**src/rtl/goomba_sprite_gen.sv**
```systemverilog
// Goomba sprite generator: hit test, sprite ROM addressing, walk animation and life-cycle FSM.
// Optional left-facing mirroring is built when GOOMBA_MIRROR_EN is defined.
module goomba_sprite_gen #(
    parameter int SPRITE_W      = 16,
    parameter int SPRITE_H      = 16,
    parameter int WALK_PERIOD   = 8,
    parameter int SQUASH_FRAMES = 30
) (
    input  logic       Clk,
    input  logic       reset_n,
    input  logic       frame_start,
    input  logic [9:0] DrawX,
    input  logic [9:0] DrawY,
    input  logic       pix_valid,
    input  logic [9:0] goomba_x,
    input  logic [9:0] goomba_y,
    input  logic       facing_right,
    input  logic       stomp,
    input  logic       respawn,
    output logic [9:0] rom_addr,
    input  logic [3:0] rom_data,
    output logic [3:0] palette_index,
    output logic       goomba_on,
    output logic [1:0] state
);

    typedef enum logic [1:0] {
        WALK     = 2'd0,
        SQUASHED = 2'd1,
        GONE     = 2'd2
    } gstate_t;

    localparam logic [7:0]  WALK_LAST   = 8'(WALK_PERIOD - 1);
    localparam logic [7:0]  SQUASH_INIT = 8'(SQUASH_FRAMES);
    localparam logic [10:0] EXT_W       = 11'(SPRITE_W);
    localparam logic [10:0] EXT_H       = 11'(SPRITE_H);

    gstate_t    state_r;
    gstate_t    state_nxt;
    logic [9:0] gx_sh;
    logic [9:0] gy_sh;
    logic       face_sh;
    logic [7:0] anim_cnt;
    logic [7:0] squash_cnt;
    logic       walk_frame;

    // Left-facing art is the right-facing art read back to front (15-col).
    function automatic logic [3:0] mirror_col(input logic [3:0] col, input logic face_right);
        return face_right ? col : ~col;
    endfunction

    // Position is latched only at vertical blank so a frame never tears.
    always_ff @(posedge Clk or negedge reset_n) begin
        if (!reset_n) begin
            gx_sh <= '0;
            gy_sh <= '0;
        end else if (frame_start) begin
            gx_sh <= goomba_x;
            gy_sh <= goomba_y;
        end
    end

`ifdef GOOMBA_MIRROR_EN
    always_ff @(posedge Clk or negedge reset_n) begin
        if (!reset_n) begin
            face_sh <= 1'b1;
        end else if (frame_start) begin
            face_sh <= facing_right;
        end
    end
`else
    logic unused_facing;
    assign unused_facing = facing_right;
    assign face_sh       = 1'b1;
`endif

    always_ff @(posedge Clk or negedge reset_n) begin
        if (!reset_n) begin
            state_r <= WALK;
        end else begin
            state_r <= state_nxt;
        end
    end

    always_comb begin
        state_nxt = state_r;
        if (respawn) begin
            state_nxt = WALK;
        end else begin
            case (state_r)
                WALK:     if (stomp) state_nxt = SQUASHED;
                SQUASHED: if (frame_start && squash_cnt == 8'd1) state_nxt = GONE;
                GONE:     state_nxt = GONE;
                default:  state_nxt = WALK;
            endcase
        end
    end

    // A stomp in WALK takes priority over the frame tick, so the animation freezes on that frame.
    always_ff @(posedge Clk or negedge reset_n) begin
        if (!reset_n) begin
            anim_cnt   <= '0;
            walk_frame <= 1'b0;
            squash_cnt <= '0;
        end else if (respawn) begin
            anim_cnt   <= '0;
            walk_frame <= 1'b0;
            squash_cnt <= '0;
        end else if (state_r == WALK && stomp) begin
            squash_cnt <= SQUASH_INIT;
        end else if (frame_start) begin
            if (state_r == WALK) begin
                if (anim_cnt == WALK_LAST) begin
                    anim_cnt   <= '0;
                    walk_frame <= ~walk_frame;
                end else begin
                    anim_cnt <= anim_cnt + 8'd1;
                end
            end else if (state_r == SQUASHED) begin
                squash_cnt <= squash_cnt - 8'd1;
            end
        end
    end

    logic [10:0] x_ext, y_ext, gx_ext, gy_ext;
    logic        hit;
    logic [3:0]  row, col;
    logic [1:0]  frame_sel;

    // Widened compare: a sprite past the right/bottom edge clips instead of wrapping.
    always_comb begin
        x_ext     = {1'b0, DrawX};
        y_ext     = {1'b0, DrawY};
        gx_ext    = {1'b0, gx_sh};
        gy_ext    = {1'b0, gy_sh};
        hit       = pix_valid
                  && (x_ext >= gx_ext) && (x_ext < gx_ext + EXT_W)
                  && (y_ext >= gy_ext) && (y_ext < gy_ext + EXT_H);
        row       = DrawY[3:0] - gy_sh[3:0];
        col       = mirror_col(DrawX[3:0] - gx_sh[3:0], face_sh);
        frame_sel = (state_r == WALK) ? {1'b0, walk_frame} : 2'b10;
    end

    logic    hit_p1;
    gstate_t state_p1;
    logic    opaque;

    // Stage 1: ROM address and qualifiers for the pixel
    always_ff @(posedge Clk or negedge reset_n) begin
        if (!reset_n) begin
            rom_addr <= '0;
            hit_p1   <= 1'b0;
            state_p1 <= WALK;
        end else begin
            rom_addr <= {frame_sel, row, col};
            hit_p1   <= hit;
            state_p1 <= state_r;
        end
    end

    assign opaque = hit_p1 && (state_p1 != GONE) && (rom_data != 4'd0);

    // Stage 2: palette index and visibility, aligned to the ROM read
    always_ff @(posedge Clk or negedge reset_n) begin
        if (!reset_n) begin
            goomba_on     <= 1'b0;
            palette_index <= '0;
        end else begin
            goomba_on     <= opaque;
            palette_index <= opaque ? rom_data : 4'd0;
        end
    end

    assign state = state_r;

endmodule

```
**config.mk**
```make
export PLATFORM = sky130hd
export DESIGN_NAME = goomba_sprite_gen
export DESIGN_NICKNAME = d
export VERILOG_FILES = /design/src/rtl/goomba_sprite_gen.sv
export SDC_FILE = /design/constraint.sdc
export NUM_CORES = 1
export LEC_CHECK = 0
export CELL_PAD_IN_SITES_DETAIL_PLACEMENT = 0
export CELL_PAD_IN_SITES_GLOBAL_PLACEMENT = 1
export CORE_MARGIN = 2
export CORE_UTILIZATION = 30
export DETAILED_ROUTE_END_ITERATION = 16
export GPL_ROUTABILITY_DRIVEN = 0
export PLACE_DENSITY_LB_ADDON = 0.1
export SETUP_SLACK_MARGIN = 0.02
export SYNTH_ARGS = -nofsm -noshare
export SYNTH_HDL_FRONTEND = slang
export SYNTH_SLANG_ARGS = --single-unit
```
**constraint.sdc**
```tcl
create_clock -name Clk -period 4.34 [get_ports Clk]
set_input_delay 0.868 -clock Clk [delete_from_list [all_inputs] [get_ports Clk]]
set_output_delay 0.868 -clock Clk [all_outputs]
set_load 0.1 [all_outputs]
```
======== Word level (Yosys, flattened, before mapping) ========
Index checks and enable logic that the tools add are counted.
storage, ports and cells
  bits in registers ....................... 57
  bits in latches ......................... 0
  bits in writable memories ............... 0
  memory bits (read-only) ................. 0
  word-level logic and storage cells ...... 71
  memories ................................ 0
operators by class
  add/sub/neg operators ................... 6
  multiply operators ...................... 0
  divide/modulo/power cells ............... 0
  $lt $le $gt $ge ......................... 4
  equality and inequality tests ........... 9
  shifts and indexed selects .............. 0
  muxes and demuxes ....................... 21
  bitwise gates (word level) .............. 1
  reductions and logical operators ........ 19
operators with widths
  operator                                              number
  two-way mux 8 bit                                     10
  adder 10 x 5 -> 11 bit (second input constant)        2
  < comparator 10 x 11 -> 1 bit                         2
  greater-or-equal comparator 10 bit                    2
  adder 8 x 1 -> 8 bit (second input constant)          1
  equality test 8 x 1 -> 1 bit (second input constant)  1
  equality test 8 x 3 -> 1 bit (second input constant)  1
  logical AND 1 bit                                     8
  two-way mux 2 bit                                     4
  subtractor 4 bit                                      2
  subtractor 8 x 1 -> 8 bit (second input constant)     1
  != test 3 bit (second input constant)                 2
  one-hot mux 2 bit (3 select lines)                    1
  AND reduction 3 bit                                   2
  nonzero test 2 bit                                    3
  nonzero test 3 bit                                    2
  two-way mux 1 bit                                     5
  two-way mux 4 bit                                     1
  != test 2 bit (second input constant)                 2
  AND reduction 4 bit                                   1
  nonzero test 4 bit                                    1
  != test 3 x 2 -> 1 bit (second input constant)        1
  equality test 2 x 1 -> 1 bit (second input constant)  1
  equality test 2 bit (second input constant)           1
  3 further kinds                                       3

======== Longest topological paths before layout ========
  word-level depth ........................ 6
  gate-level depth with buffers ........... 9

======== Least setup slack after synthesis ========
OpenSTA, ideal clock, no wires.
  kind .................................... register to register
  start point ............................. register state_r[1], in the netlist state[1]
  end point ............................... register squash_cnt[6]
  setup time .............................. 0.120 ns
  arrival time ............................ 2.324 ns
  data required time ...................... 4.220 ns
  setup slack ............................. 1.897 ns
  stages on the path, launching flop included .. 8
  period minus slack after synthesis ...... 2.443 ns
  cells stage by stage .................... dfrtp_1 inv_1 ha_1 and4bb_1 nand2_1 or4_1 xor2_1 nor2_1
on the way
  word-level cells in the longest chain between the ends .. 4
ends and longest elaborated chain
  element                                                                    line      text
  start: declaration                                                         38        gstate_t state_r;
  start signal: assignment                                                   81        state_r <= state_nxt;
  zero test 2 bit                                                            109, 112
  logical AND 1 bit                                                          109       end else if (state_r == WALK && stomp) begin
  != test 3 x 2 -> 1 bit (no line) (tied with other cells)                   -
  AND reduction 3 bit (no line) / two-way mux 8 bit (equally long branches)  -
  end signal: assignment                                                     120       squash_cnt <= squash_cnt - 8'd1;
  end: declaration                                                           44        logic [7:0] squash_cnt;
Parallel ways exist; a longest one is shown, timed or not.
A chain may end at the register's enable or synchronous reset.

======== Worst setup path in the final report ========
  start point ............................. register state_r[0], in the netlist state[0]
  end point ............................... output port state[0]
RTL lines
  element           line  text
  end: declaration  24    output logic [1:0] state
No word-level cell between the ends.

==> summary.md <==
| Metric | Value |
|---|---|
| Status | `finished clean` |
| Remaining antenna violation count | `0` |
| Placement row count | `38` |
| Drt first pass iters | `4` |
| Fillers | `1,081` |
| Reg2Reg Capture Point | `hit_p1` |
| FMAX | `357.9 MHz` |
| CP bufs+invs | `1` |
| R2R depth | `9` |
| DP HPWL | `5.621 mm` |
| Io pins | `68` |
| Placed instance area | `4114 um2` |
| Top cell type's share of synthesized area | `0.4330` |
| Register area | `1426 um2` |
| Die Wd | `~110 um` |
| Root Driver | `clkbuf_8` |
| Hold WS | `roughly 0.46 ns` |
| Clock-pin slew on the worst setup and hold paths | `0.07 ns` |
| CP Cell Sequence | `clkdlybuf4s50_1` |
| Synthesis warning total | `0` |
| Crit path max fanout | `5` |
| Largest net degree at the start of global routing | `34` |
| Port Buffers | `66` |
| Initial antenna violation count | `0` |
| Sequential share of power | `0.355` |
| Clk_lat worst skew | `0.33 ns` |
| N_diodes | `0` |
| Cts hold-fix bufs | `0` |
| Multi-input gate area | `approximately 1700 um2` |
| Final Max Tran Viols | `0` |
| Final core utilization | `0.3987` |
| Sequential area share after synthesis | `0.4330` |
| Setup TNS | `0 ns` |
| Syn_area_per_cell | `9.864 um2` |
| WL per Instance | `roughly 14 um` |
| Worst Path Arrival | `~1.9 ns` |
| Ranking of synthesized cells by area | `dfrtp_1 43%, ha_1 15%, nand2_1 4.2%` |
| H-Tree Level Count | `3` |
| Grt met1 use | `0.1762` |
| Starting density of the core | `0.3052` |
| Power share of the clock group | `0.265` |
| Synth Instances | `334` |
| Post-Route WL | `7.480 mm` |
| Met3 Usage GRT | `0.02690` |
| Clk_skew | `0.009563 ns` |
| Worst Max-Slew Pin Slew | `between 0.9 and 1 ns` |
| RSZ-0062 raised after global routing | `no` |
| Hold Vio Cnt, Final | `0` |
| Worst r2r src | `gy_sh[6]` |
| Syn Nets | `427` |
| Net switching share of the total power | `0.3915` |
| HP Start | `state[1]` |
| Crit-path leading delay family | `buffers and inverters` |
| GRT Max-Usage Layer | `met2` |
| Synth async-reset ratio | `1.000` |
| Crit end category | `output pin` |
| VDD IR max | `around 0.00024 V` |
| Relative slew margins | `0.3409` |
| Number of global-route vias before repair | `2,475` |
| Yosys reg bits | `57` |
| Layout overhead on the synthesized area | `30.61%` |
| Fin cells | `between 500 and 600` |
| Post-synth top flop | `dfrtp_1` |
| Count of final setup violators | `0` |
| Post-CTS Setup Bufs | `0` |
| Max Cap Viol | `0` |
| Leakage | `between 1.5 and 2 nW` |
| First-pass GRT wire length | `12.01 mm` |
| Resize count post-CTS | `0` |
| Total power | `around 1.9 mW` |
| Area leader, netlist | `dfrtp_1` |
| Drt drc | `0` |
| Hold worst-path end | `state_p1[1]` |
| Worst slack, placed | `approximately 1.4 ns` |
| Slowest cell delay on critical path | `approximately 1.2 ns` |
| WS Path Type | `reg -> out` |
| Via/cell ratio | `4.682` |
| Hold depth | `0` |
| Post-synth EDFFs | `0` |
| Mapped Area | `3294 um2` |
| Total CTS buffers | `9` |
| Final non-filler cell area | `4303 um2` |
| Vert. Die Dim | `approximately 110 um` |
| R2R setup slack | `2.16 ns` |
| Post-route clock period utilization | `0.6438` |
| Yosys cell types | `47` |
| Starting DRT DRC Count | `79` |
| Pwr Density | `~430 nW/um2` |
| CTS tree | `built` |
| Clock tree sinks | `57` |
| Inst Count DP | `537` |
| Total grt overflow | `0` |
| Clk buf depth | `2` |
| Core area | `10,790 um2` |
| Comb power frac | `0.380` |
| Layout cell share with drive strength beyond 1 | `0.05327` |
| Final Critical Period | `2.794 ns` |
| P_sw | `around 0.73 mW` |
| Vias | `2,589` |
| GRT met2 Usage | `0.2129` |
| Slowest cell on the critical path | `clkdlybuf4s50_1` |
| Die area | `11,840 um2` |
| Hold WC Path Type | `reg -> reg` |
| NumNets Final | `roughly 500` |
| Internal power | `1.129 mW` |
| Fin worst setup slack | `1.546 ns` |
| Gr usage total | `0.1329` |
| Startpoint Class | `flip-flop` |
| Worst EP required | `3.47 ns` |
==> layer usage <==
layer,vias to the layer above,share of wire
met3,5,0.043
met4,0,0.010
met5,-,0
met2,52,0.48
met1,1226,0.47
li1,1306,-
==> synth_stat cells, types with 3 or more instances <==
cell type and instances:
a21o_1 3, a21oi_1 12, a221oi_1 3, a31oi_1 3
and2_1 5, and3_1 6, clkbuf_1 3, dfrtp_1 57
ha_1 40, inv_1 36, nand2_1 37, nand3_1 11
nand3b_1 3, nand4_1 4, nor2_1 12, o21a_1 5
o21ai_0 27, o21ai_1 10, xnor2_1 13, xor2_1 7
==> power groups by stage <==
stage / logic, mW / clock network, mW / registers [mW]
2_1_floorplan: 0.279 / 0 / 0.887
3_3_place_gp: 0.707 / 0 / 0.668
3_5_place_dp: 0.709 / 0 / 0.668
4_1_cts: 0.714 / 0.514 / 0.660
5_1_grt: 0.770 / 0.541 / 0.670
6_report: 0.705 / 0.492 / 0.658
==> how the worst max path moves through the flow <==
stage / from / end / cells past startpoint
CTS: state[0] / state[0] / 1
detailed placement: DrawY[0] / hit_p1 / 9
finish: state[0] / state[0] / 1
global route: state[0] / state[0] / 1
global placement: DrawY[0] / hit_p1 / 9
floorplan: state[1] / squash_cnt[6] / 7
==> cell type report <==
cell class              count  area share
clock buffers              13     0.03460
clock inverters             3    0.009305
inverters                  36     0.03140
multi-input cells         236      0.3966
flip-flops and latches     57      0.3315
well taps                 140     0.04071
repair buffers             68      0.1559
==> layout by cell type, fill, tap and decap left out, types with 3 or more instances in the layout <==
| master | n |
|---|---|
| a21o_1 | 3 |
| a21oi_1 | 12 |
| a221oi_1 | 3 |
| a31oi_1 | 3 |
| and2_1 | 5 |
| and3_1 | 6 |
| clkbuf_1 | 3 |
| clkbuf_8 | 10 |
| clkdlybuf4s50_1 | 65 |
| dfrtp_1 | 57 |
| ha_1 | 40 |
| inv_1 | 36 |
| nand2_1 | 37 |
| nand3_1 | 11 |
| nand3b_1 | 3 |
| nand4_1 | 4 |
| nor2_1 | 12 |
| o21a_1 | 5 |
| o21ai_0 | 27 |
| o21ai_1 | 10 |
| xnor2_1 | 13 |
| xor2_1 | 7 |
==> registers in the layout (all words and copies together) (netlist names), 2 cells and up <==
| name | flops |
|---|---|
| squash_cnt | 8 |
| gx_sh | 10 |
| state | 2 |
| state_p1 | 2 |
| gy_sh | 10 |
| rom_addr | 10 |
| anim_cnt | 8 |
| palette_index | 4 |
==> kinds of logic (layout without fill, tap and decap cells) <==
kind of cell / after synthesis / in the layout / share of synthesized area
xor+xnor: 20 / 20 / 0.05317
mux: 4 / 4 / 0.01291
buf+inv: 41 / 120 / 0.04899
flops: 57 / 57 / 0.4330
simple gates: 95 / 95 / 0.1466
fa+ha+maj: 42 / 42 / 0.1641
compound gates: 75 / 75 / 0.1413
Note: power is estimated with default switching activity, not from simulation.
